**config.mk**
```make
export PLATFORM = sky130hd
export DESIGN_NAME = mem_port_arbiter
export DESIGN_NICKNAME = d
export VERILOG_FILES = /design/src/rtl/mem_port_arbiter.sv
export SDC_FILE = /design/constraint.sdc
export NUM_CORES = 1
export LEC_CHECK = 0
export CELL_PAD_IN_SITES_DETAIL_PLACEMENT = 0
export CELL_PAD_IN_SITES_GLOBAL_PLACEMENT = 1
export CORE_AREA = 2 2 192 194
export CTS_CLUSTER_DIAMETER = 200
export DETAILED_ROUTE_END_ITERATION = 7
export DIE_AREA = 0 0 194 196
export GPL_TIMING_DRIVEN = 0
export PLACE_DENSITY = 0.79
export RECOVER_POWER = 25
export REMOVE_ABC_BUFFERS = 1
export SLEW_MARGIN = 20
export SYNTH_ARGS = -nofsm -noshare
export SYNTH_HDL_FRONTEND = slang
export SYNTH_SLANG_ARGS = --single-unit
```
**constraint.sdc**
```tcl
create_clock -name clk -period 4.2 [get_ports clk]
set_input_delay 0.84 -clock clk [delete_from_list [all_inputs] [get_ports clk]]
set_output_delay 0.84 -clock clk [all_outputs]
set_load 0.005 [all_outputs]
```
**src/rtl/mem_port_arbiter.sv**
```systemverilog
// mem_port_arbiter: shares one external memory port between instruction fetch and the
// data path. One transaction is outstanding at a time. Data has fixed priority, and a
// saturating starvation counter forces a fetch grant after STARVE_LIMIT data grants.
//
// Ports:
//   clk, reset                 clock; synchronous active-high reset
//   i_req/i_addr               fetch request and byte address
//   i_data/i_ack/i_stall       fetched word, one-cycle completion pulse, pipeline stall term
//   d_req/d_we/d_addr/d_wdata  data request, store flag, byte address, store data
//   d_rdata/d_ack/d_stall      load data, one-cycle completion pulse, pipeline stall term
//   mem_req/mem_we/mem_addr/mem_wdata  external port request, held until mem_ready
//   mem_rdata/mem_ready        external read data and completion
module mem_port_arbiter #(
  parameter int unsigned STARVE_LIMIT = 4,
  parameter int unsigned CNT_BITS     = 4
) (
  input  logic        clk,
  input  logic        reset,
  input  logic        i_req,
  input  logic [63:0] i_addr,
  output logic [31:0] i_data,
  output logic        i_ack,
  output logic        i_stall,
  input  logic        d_req,
  input  logic        d_we,
  input  logic [63:0] d_addr,
  input  logic [63:0] d_wdata,
  output logic [63:0] d_rdata,
  output logic        d_ack,
  output logic        d_stall,
  output logic        mem_req,
  output logic        mem_we,
  output logic [63:0] mem_addr,
  output logic [63:0] mem_wdata,
  input  logic [63:0] mem_rdata,
  input  logic        mem_ready
);

  typedef enum logic [1:0] {
    StIdle  = 2'd0,
    StBusyI = 2'd1,
    StBusyD = 2'd2
  } state_e;

  localparam logic [CNT_BITS-1:0] LimitC = CNT_BITS'(STARVE_LIMIT);

  state_e              r_state;
  state_e              w_state_next;
  logic [CNT_BITS-1:0] r_cnt;
  logic [CNT_BITS-1:0] w_cnt_next;
  logic                r_mem_req;
  logic                r_mem_we;
  logic [63:0]         r_mem_addr;
  logic [63:0]         r_mem_wdata;
  logic                r_i_sel;
  logic [31:0]         r_i_data;
  logic [63:0]         r_d_rdata;
  logic                r_i_ack;
  logic                r_d_ack;

  logic w_ir;
  logic w_dr;
  logic w_grant_i;
  logic w_grant_d;
  logic w_done;
  logic w_unused;

  // A port is masked in its ack cycle so the just-completed request is not re-granted.
  assign w_ir = i_req & ~r_i_ack;
  assign w_dr = d_req & ~r_d_ack;

  // Byte-offset bits below the port granularity are intentionally dropped.
  assign w_unused = ^{i_addr[1:0], d_addr[2:0]};

  always_ff @(posedge clk) begin
    if (reset) begin
      r_state <= StIdle;
    end else begin
      r_state <= w_state_next;
    end
  end

  always_comb begin
    w_state_next = r_state;
    w_grant_i    = 1'b0;
    w_grant_d    = 1'b0;
    w_done       = 1'b0;
    case (r_state)
      StIdle: begin
        if (w_ir && (!w_dr || r_cnt == LimitC)) begin
          w_grant_i    = 1'b1;
          w_state_next = StBusyI;
        end else if (w_dr) begin
          w_grant_d    = 1'b1;
          w_state_next = StBusyD;
        end
      end
      // mem_req is always high in a busy state, so mem_ready is only honoured here.
      StBusyI, StBusyD: begin
        if (mem_ready) begin
          w_done       = 1'b1;
          w_state_next = StIdle;
        end
      end
      default: w_state_next = StIdle;
    endcase
  end

  always_comb begin
    w_cnt_next = r_cnt;
    if (r_state == StIdle) begin
      if (w_grant_i || !w_ir) begin
        w_cnt_next = '0;
      end else if (w_grant_d && r_cnt != LimitC) begin
        w_cnt_next = r_cnt + 1'b1;
      end
    end
  end

  always_ff @(posedge clk) begin
    if (reset) begin
      r_cnt       <= '0;
      r_mem_req   <= 1'b0;
      r_mem_we    <= 1'b0;
      r_mem_addr  <= '0;
      r_mem_wdata <= '0;
      r_i_sel     <= 1'b0;
      r_i_data    <= '0;
      r_d_rdata   <= '0;
      r_i_ack     <= 1'b0;
      r_d_ack     <= 1'b0;
    end else begin
      r_cnt   <= w_cnt_next;
      r_i_ack <= w_done && (r_state == StBusyI);
      r_d_ack <= w_done && (r_state == StBusyD);
      if (w_grant_i) begin
        r_mem_req   <= 1'b1;
        r_mem_we    <= 1'b0;
        r_mem_addr  <= {i_addr[63:3], 3'b000};
        r_mem_wdata <= '0;
        r_i_sel     <= i_addr[2];
      end else if (w_grant_d) begin
        r_mem_req   <= 1'b1;
        r_mem_we    <= d_we;
        r_mem_addr  <= {d_addr[63:3], 3'b000};
        r_mem_wdata <= d_wdata;
      end else if (w_done) begin
        r_mem_req <= 1'b0;
      end
      // Little-endian word select within the returned quadword.
      if (w_done && r_state == StBusyI) begin
        r_i_data <= r_i_sel ? mem_rdata[63:32] : mem_rdata[31:0];
      end
      if (w_done && r_state == StBusyD && !r_mem_we) begin
        r_d_rdata <= mem_rdata;
      end
    end
  end

  assign i_data    = r_i_data;
  assign i_ack     = r_i_ack;
  assign i_stall   = i_req & ~r_i_ack;
  assign d_rdata   = r_d_rdata;
  assign d_ack     = r_d_ack;
  assign d_stall   = d_req & ~r_d_ack;
  assign mem_req   = r_mem_req;
  assign mem_we    = r_mem_we;
  assign mem_addr  = r_mem_addr;
  assign mem_wdata = r_mem_wdata;

endmodule
```
==> impl_metrics.csv, run 1 <==
group,metric,value,unit
critical_path,cp.arrival,3.94,ns
clocking,cts_buffer_depth,3,
route,drt_iter0_markers,315,
critical_path,path_class,"in -> reg",
critical_path,crit_required,4.69,ns
outcome,status,"complete, but fails checks",
synthesis,ys_async_sr_fraction,0,%
outcome,violations,"max-capacitance violations, max-slew violations",
timing,setup_viol,0,
final_layout,fin_nets,1693,
final_layout,stdcell_area,0.0149,mm2
timing,hold_viol,0,
synthesis,ys_seq_elements,232,
timing,fin_crit,3.45,ns
synthesis,synthDistinctLibCells,33,
synthesis,netlist_top_cells_count,"nand2_1, dfxtp_1, a21oi_1, a221o_1, and2_1",
route,vias,8561,
critical_path,cp-end-kind,"flop",
timing,fmax,290,MHz
global_routing,grt_pass1_wl,48.5,mm
timing,skew,0.0112,ns
route,drc,0,
synthesis,yosysMostFrequentCell,"nand2_1",
critical_path,critPathMaxFanout,64,
min_path,whs_path_depth,2,
placement,gp_congestion,0.801,
route,dr.pass1.iters,4,
floorplan,core,0.0361,mm2
synthesis,synthTopCellsByArea,"dfxtp_1, nand2_1, a21oi_1",
floorplan,die-area,0.0380,mm2
timing,worstMarginPinSlew,2.57,ns
critical_path,critical_path.slowest_cell,"or2_1",
critical_path,crit_path_start_kind,"primary input",
critical_path,cp_cell_sequence,"dlygate4sd3_1 > nand2_1 > or2_1 > nand2_1 > a21oi_1",
placement,port_buffers,483,
min_path,worstHoldPathType,"reg -> reg",
synthesis,ys_warn_count,0,
synthesis,seq_area_frac_synth,53.7,%
timing,fin_crit_sh,82.2,%
global_routing,grt.total_usage,16.0,%
floorplan,die_h,196,um
timing,slew_headroom,-71.4,%
clocking,cts_buffers,27,
synthesis,synth_edf_count,0,
clocking,tritoncts,"built",
timing,rsz0062_at_grt,"no",
critical_path,cpMostUsedCell,"nand2_1",
clocking,root_buffer,"clkbuf_16",
placement,dpl.hpwl,23.6,mm
clocking,holdBufCountCts,0,
run,maxCapViolations,2,
floorplan,ios,492,
power,power_density,384,mW/mm2
placement,dpl_cell_area,0.0141,mm2
clocking,htreeDepth,1,
final_layout,drive_above_1_share,4.44,%
power,power.switching,0.00146,W
clocking,clock_latency,0.56,ns
final_layout,postLayoutCoreUtil,41.2,%
clocking,cts_resized,0,
power,clkPwrFrac,39.7,%
final_layout,final.fill_count,3571,
synthesis,synth_area,0.00865,mm2
route,drtAntennaViolNets,0,
global_routing,grt_pass1_vias,8344,
power,p_sw_share,25.6,%
synthesis,netlist_instances,977,
power,ir_drop,0.000336,V
floorplan,rows,70,
global_routing,gr-total-overflow,0,
clocking,clock_sinks,232,
final_layout,syn2layout_area_growth,71.9,%
synthesis,synth_top_area_share,53.7,%
clocking,post_cts_buffers,0,
route,vias_per_cell,4.48,
global_routing,antenna_found_initial,0,
synthesis,yosys.area.top_type,"dfxtp_1",
power,combPwrFrac,17.6,%
floorplan,start_util,24.0,%
floorplan,die_w,194,um
final_layout,antenna-diode-count,0,
critical_path,cp_slowest_stage_delay,1.87,ns
timing,drv_slew,131,
timing,tns,0,ns
synthesis,synth-main-ff-cell,"dfxtp_1",
synthesis,syn-mean-instance-area,8.85,um2
power,pwr-share-seq,42.7,%
route,drt_wl_total,32.4,mm
power,p_leak,5.30,nW
power,p_int,0.00425,W
critical_path,reg2reg_depth,6,
route,wl_per_cell,16.9,um
clocking,clk_pin_slew,0.06,ns
global_routing,grt_max_degree,66,
sequential cells by signal, summed over array words and instances, names as in the netlist:
| name | count |
|---|---|
| i_ack | 1 |
| d_rdata | 64 |
| mem_req | 1 |
| r_cnt | 4 |
| r_state | 2 |
| mem_we | 1 |
| d_ack | 1 |
| mem_addr | 61 |
| r_i_sel | 1 |
| i_data | 32 |
| mem_wdata | 64 |
metal layers:
metal / up-vias / track usage, % / part of all wire, %
li1: 4242 / - / -
met1: 3909 / 18.1 / 39
met4: 0 / 6.96 / 3.7
met5: - / 0 / 0
met2: 355 / 28.0 / 49
met3: 55 / 4.69 / 8.1
kinds of logic (layout without fill, tap and decap cells):
family / count (synthesis) / count (layout) / share of synthesized area (%)
simple gates: 383 / 383 / 18.8
compound gates: 236 / 236 / 18.7
flops: 232 / 232 / 53.7
buf+inv: 87 / 551 / 4.24
mux: 33 / 33 / 3.82
fa+ha+maj: 5 / 5 / 0.723
other cells: 1 / 3 / 0.0433
per-stage QoR:
step	hold WS [ns]	worst slack, ns	power, W	instances
after floorplan	0.447	0.538	0.00278	899
after global placement	0.441	-5.01	0.00347	1850
after detailed placement	0.446	0.823	0.00350	1865
after CTS	0.454	0.807	0.00582	1911
after global routing	0.470	0.431	0.00597	1911
final	0.451	0.747	0.00571	1911
power groups by stage:
stage               clock network (W)  registers, W  logic [W]
floorplan                           0       0.00248   0.000300
finish                        0.00227       0.00243    0.00101
global placement                    0       0.00248   0.000988
detailed placement                  0       0.00248    0.00102
global route                  0.00243       0.00245    0.00109
CTS                           0.00235       0.00244    0.00103
path summary, 6_finish.rpt:
kind / from / endpoint / slack, ns
hold reg to reg: mem_wdata[42] / mem_wdata[42] / 0.45
hold / removal: mem_wdata[42] / mem_wdata[42] / 0.45
setup reg to reg: r_state[0] / d_rdata[25] / 1.07
setup / recovery: mem_ready / d_rdata[25] / 0.75
area by class of cell:
type / instances / area (um2) / share of cell area (%)
clock inverters: 9 / 88.8 / 0.597
inverters: 7 / 26.3 / 0.177
well taps: 468 / 586 / 3.94
multi-input cells: 660 / 3690 / 24.8
flip-flops and latches: 232 / 4650 / 31.2
repair buffers: 498 / 5090 / 34.2
clock buffers: 37 / 743 / 5.00
worst max-delay path: cells and delay by family:
kind | cells | cell delay (ns)
AND/OR/NAND/NOR | 3 | 2.20
AO/OA/AOI/OAI | 1 | 0.22
buffers and inverters | 1 | 0.62
cells in the final DEF, fill, tap and decap left out, types with 2 or more instances in the layout:
cell type          n
mux2i_1           33
dfxtp_1          231
dlygate4sd3_1     11
clkinv_2           5
conb_1             3
buf_16             3
a211oi_1          32
nor2_1            37
nor3_1             2
inv_1              6
clkdlybuf4s50_1  471
nor2_4             3
buf_6              7
and2_1            61
ha_1               5
clkbuf_16         27
clkbuf_1           7
a221o_1           61
clkbuf_8           3
nand3_1            4
nand2b_1           4
nand2_1          266
buf_12             5
a21oi_1          135
No activity file was read; power rests on OpenSTA's default activity.
==> inputs of run 2 (changes only) <==
--- a/config.mk
+++ b/config.mk
@@ -7,12 +7,12 @@
 export LEC_CHECK = 0
 export CELL_PAD_IN_SITES_DETAIL_PLACEMENT = 0
 export CELL_PAD_IN_SITES_GLOBAL_PLACEMENT = 1
-export CORE_AREA = 2 2 192 194
+export CORE_MARGIN = 2
+export CORE_UTILIZATION = 24
 export CTS_CLUSTER_DIAMETER = 200
 export DETAILED_ROUTE_END_ITERATION = 7
-export DIE_AREA = 0 0 194 196
 export GPL_TIMING_DRIVEN = 0
-export PLACE_DENSITY = 0.79
+export PLACE_DENSITY = 0.82
 export RECOVER_POWER = 25
 export REMOVE_ABC_BUFFERS = 1
 export SLEW_MARGIN = 20
==> constraint.sdc (replaced) <==
create_clock -name clk -period 2.9 [get_ports clk]
set_input_delay 0.58 -clock clk [delete_from_list [all_inputs] [get_ports clk]]
set_output_delay 0.58 -clock clk [all_outputs]
set_load 0.005 [all_outputs]
==> run 2 against run 1 <==
- the run now ends clean
- highest routed layer unchanged
- largest cell class unchanged
- flip-flop and latch count stayed put
- final cell count stayed put
- setup slack worse by 0.54 ns
- count of clock-buffer cells in the layout is 1 higher
- worst hold slack worse by 0.082 ns
- clock power is 52% higher
- critical path type is now in -> out
==> impl_metrics.csv, run 2 (synthesized netlist as in run 1, its figures left out) <==
group,metric,value,unit
min_path,whs_path_depth,2,
power,ir_drop,0.000389,V
run,maxCapViolations,0,
critical_path,critPathMaxFanout,9,
route,drc,0,
final_layout,drive_above_1_share,4.84,%
clocking,cts_buffers,27,
floorplan,rows,69,
min_path,worstHoldPathType,"in -> reg",
timing,worstMarginPinSlew,1.39,ns
floorplan,start_util,24.3,%
timing,fmax,372,MHz
clocking,htreeDepth,1,
critical_path,crit_required,2.32,ns
clocking,cts_buffer_depth,3,
route,drtAntennaViolNets,0,
critical_path,path_class,"in -> out",
placement,gp_congestion,0.815,
critical_path,cp_cell_sequence,"clkdlybuf4s50_1 > nand2b_1 > inv_1 > clkdlybuf4s50_1",
global_routing,grt_max_degree,81,
clocking,clock_sinks,232,
final_layout,final_common_cell,"clkdlybuf4s50_1",
critical_path,cpMostUsedCell,"clkdlybuf4s50_1",
critical_path,reg2reg_depth,8,
outcome,status,"complete, no violations",
timing,hold_viol,0,
floorplan,ios,492,
clocking,root_buffer,"clkbuf_16",
clocking,post_cts_buffers,0,
route,drt_iter0_markers,374,
route,dr.pass1.iters,5,
floorplan,die_w,194,um
final_layout,layout_common_cells,"clkdlybuf4s50_1, nand2_1, dfxtp_1",
critical_path,critical_path.slowest_cell,"clkdlybuf4s50_1",
clocking,clk_pin_slew,0.06,ns
global_routing,grt_pass1_wl,51.8,mm
critical_path,cp_slowest_stage_delay,0.59,ns
route,wl_per_cell,18.2,um
route,vias,8683,
timing,drv_slew,0,
timing,fin_crit,2.69,ns
global_routing,gr-total-overflow,0,
placement,port_buffers,483,
global_routing,grt.total_usage,17.7,%
final_layout,fin_nets,1693,
placement,dpl.hpwl,26.1,mm
timing,setup_viol,0,
floorplan,die_h,194,um
global_routing,grt_pass1_vias,8665,
final_layout,syn2layout_area_growth,73.0,%
route,drt_wl_total,34.7,mm
final_layout,final.fill_count,3523,
placement,dp.cells,1858,
route,vias_per_cell,4.54,
timing,skew,0.00859,ns
timing,rsz0062_at_grt,"no",
timing,fin_crit_sh,92.8,%
clocking,holdBufCountCts,0,
power,power_density,564,mW/mm2
floorplan,core,0.0356,mm2
clocking,clock_latency,0.55,ns
clocking,cts_resized,0,
timing,hold_slack,0.369,ns
final_layout,instances_no_fill,1911,
timing,slew_headroom,7.62,%
clocking,tritoncts,"built",
power,p_leak,5.42,nW
critical_path,crit_path_start_kind,"primary input",
floorplan,die-area,0.0376,mm2
critical_path,cp.arrival,2.11,ns
global_routing,antenna_found_initial,3,
critical_path,cp-end-kind,"primary output",
## run 2: worst paths after layout
check	startpoint	end	slack, ns
min reg2reg	mem_wdata[44]	mem_wdata[44]	0.45
max	d_req	d_stall	0.21
min	reset	d_rdata[31]	0.37
max reg2reg	r_cnt[0]	mem_addr[28]	0.34
## run 2: layer usage
| metal | vias up | part of all wire [%] | global-route usage (%) |
|---|---|---|---|
| met4 | 0 | 2.8 | 5.61 |
| met5 | - | 0 | 0 |
| met3 | 56 | 8.8 | 5.60 |
| li1 | 4243 | - | - |
| met2 | 381 | 51 | 33.3 |
| met1 | 4003 | 37 | 18.6 |
## run 2: where the power goes
part / switching [W] / internal (W)
Combinational: 0.000596 / 0.000873
Sequential: 0.000132 / 0.00340
Clock: 0.00140 / 0.00203
## run 2: through the flow
step | area [um2] | setup TNS, ns | worst slack (ns) | power, W | utilization, %
6_report | 15000 | 0 | 0.209 | 0.00843 | 42.1
5_1_grt | 15000 | 0 | 0.133 | 0.00883 | 42.1
4_1_cts | 15000 | 0 | 0.125 | 0.00861 | 42.1
3_5_place_dp | 14100 | -4.08 | -0.188 | 0.00510 | 39.5
3_3_place_gp | 13700 | -822.84 | -6.27 | 0.00504 | 38.6
2_1_floorplan | 8320 | -55.04 | -0.502 | 0.00403 | -
## run 2: worst max-delay path, delay by kind of cell
kind,cells,cell delay (ns)
buffers and inverters,3,1.24
AND/OR/NAND/NOR,1,0.29
## run 2: final cells by class
| type | instances | area (um2) | share of cell area (%) |
|---|---|---|---|
| timing repair buffer | 498 | 5110 | 34.2 |
| sequential | 232 | 4650 | 31.1 |
| multi-input combinational | 660 | 3690 | 24.7 |
| clock buffer | 38 | 767 | 5.13 |
| tap | 461 | 577 | 3.85 |
| clock inverter | 12 | 135 | 0.903 |
| inverter | 7 | 26.3 | 0.176 |
| antenna | 3 | 7.51 | 0.0502 |
==> inputs of run 3 (changes only) <==
--- a/config.mk
+++ b/config.mk
@@ -15,6 +15,7 @@
 export PLACE_DENSITY = 0.82
 export RECOVER_POWER = 25
 export REMOVE_ABC_BUFFERS = 1
+export SKIP_LAST_GASP = 1
 export SLEW_MARGIN = 20
 export SYNTH_ARGS = -nofsm -noshare
 export SYNTH_HDL_FRONTEND = slang
==> results of run 3 <==
Same layout as run 2: the final DEF is identical, and so are final timing and power.
==> patch, RTL diff (settings of run 3) <==
Encoding of `state_e`: now one-hot (3 bits for 3 states).
--- a/src/rtl/mem_port_arbiter.sv
+++ b/src/rtl/mem_port_arbiter.sv
@@ -36,10 +36,10 @@
   input  logic        mem_ready
 );
 
-  typedef enum logic [1:0] {
-    StIdle  = 2'd0,
-    StBusyI = 2'd1,
-    StBusyD = 2'd2
+  typedef enum logic [2:0] {
+    StIdle  = 3'b001,
+    StBusyI = 3'b010,
+    StBusyD = 3'b100
   } state_e;
 
   localparam logic [CNT_BITS-1:0] LimitC = CNT_BITS'(STARVE_LIMIT);
Check against the original RTL: same outputs for any inputs over 4 cycles, from zero or initial values and one cycle with reset high; so few cycles prove little.
==> patch against run 3 <==
Area after synthesis grew 2.2%; total power up 1.5%; wire length is 2.6% lower; setup slack improved by 0.12 ns; die area rose by 2.2%; synthesized cell count rose by 14%; sequential cell count is 1 higher; clock skew shrank 0.00084 ns; cell area up 1.5%.
==> patch: results <==
[place]
port_buffers = 483
pre_cts_ws_ns = 0.06073
dp.cells = 1994
gp_congestion = 0.7871
place_hpwl_um = 25390

[power]
ir_worst_vdd_v = 0.0004249
p_leak_nw = 5.585

[global_routing]
grtUsageTotal_pct = 16.83
grt_max_degree = 119
grt.met3_usage_pct = 6.086
grtUsageMet2_pct = 29.79
grt_use_met1_pct = 18.67
grt_pass1_wl_um = 51240
grt_pass1_vias = 8985

[drt]
wl_um = 33820
drt_first_pass_iters = 4
met3_length_um = 3366
topRoutingLayerUsed = met4
dr_total_vias = 9255
drt-initial-drc-count = 349
dr_wl_met2_um = 16320
m1WireLength_um = 13150
wl_per_cell_um = 16.55

[yosys]
yosys.area_share.adder_pct = 0.2830
synthCells = 1110
synth-xor-area-share_pct = 0
ys_warn_count = 0
ys_seq_area_share_pct = 52.75
synth-async-reset-ratio_pct = 0
synth_compound_area_share_pct = 11.24
synthMuxAreaShare_pct = 3.736
synth_common_cells = 264 x nand2_1, 233 x dfxtp_1, 222 x nor2_1
ys_top_cells_by_area = dfxtp_1 53%, nand2_1 11%, nor2_1 9.4%, a21oi_1 7.7%, nor4_1 4.4%

[finish]
fill_cells = 3652
final_layout_size_suffix_gt1_share_pct = 4.701
final_nets = 1818

[worst_setup_path]
reg2reg_depth = 6
reg2reg_from = r_state[0]
r2r_end = mem_addr[54]
max_stage_delay_ns = 1.10
cp_top_family = buffers and inverters
crit_path_end = mem_wdata[11]
setup.worst_path.start = reset
cpMaxStageDelayCell = clkbuf_4
path_max_fanout = 118
worst_ep_arrival_time_ns = 2.99
regToRegSetupSlack_ns = 0.49

[cts]
cts_setup_buffers = 0
numCtsBuffers = 26
worstSkewPairLatency_ns = 0.53
ctsHoldBuffers = 0
htreeDepth = 1

[worst_hold_path]
min_path_type = in -> reg
hold_path_depth = 2

[sta]
slew_headroom_pct = 4.129
fin_crit_ns = 2.573
finClkSkew_ns = 0.007752

[run_status]
status = complete, no violations
==> patch: cell types whose count changed after synthesis, moves of 5 or more <==
cell | before | now
clkbuf_1 | 39 | 52
buf_1 | 15 | 7
clkbuf_2 | 6 | 0
buf_6 | 0 | 5
buf_2 | 17 | 12
nor2_1 | 40 | 222
nor4_1 | 1 | 62
buf_4 | 3 | 15
and2_1 | 61 | 0
a221o_1 | 61 | 0
==> patch: power breakdown <==
part	leakage [nW]	total [W]	switching (W)	internal, W
clock network	0.452	0.00346	0.00133	0.00213
registers	1.90	0.00353	0.000115	0.00341
logic	3.23	0.00158	0.000689	0.000892
==> patch: final cells by class <==
type / instances / area [um^2] / area share [%]
antenna: 1 / 2.502 / 0.01647
clock buffer: 43 / 835.8 / 5.502
clock inverter: 5 / 75.07 / 0.4942
inverter: 5 / 18.77 / 0.1235
multi-input combinational: 783 / 3765 / 24.78
sequential: 233 / 4666 / 30.71
tap: 468 / 585.6 / 3.854
timing repair buffer: 505 / 5244 / 34.52
==> patch: through the flow <==
step / util [%] / hold WS (ns) / area [um^2] / setup TNS [ns]
6_report: 41.70 / 0.4361 / 15190 / 0
5_1_grt: 41.70 / 0.4650 / 15190 / 0
3_3_place_gp: 37.93 / 0.4415 / 13820 / -1011.50
4_1_cts: 41.79 / 0.4034 / 15230 / 0
2_1_floorplan: - / 0.4467 / 8399 / -181.71
3_5_place_dp: 39.29 / 0.4453 / 14320 / 0
==> patch: worst min-delay path by stage <==
stage,endpoint,from
final,d_rdata[53],reset
after CTS,d_rdata[53],reset
after floorplan,d_rdata[0],d_rdata[0]
after global placement,d_rdata[37],d_rdata[37]
after global routing,d_rdata[29],d_rdata[29]
after detailed placement,mem_wdata[49],mem_wdata[49]
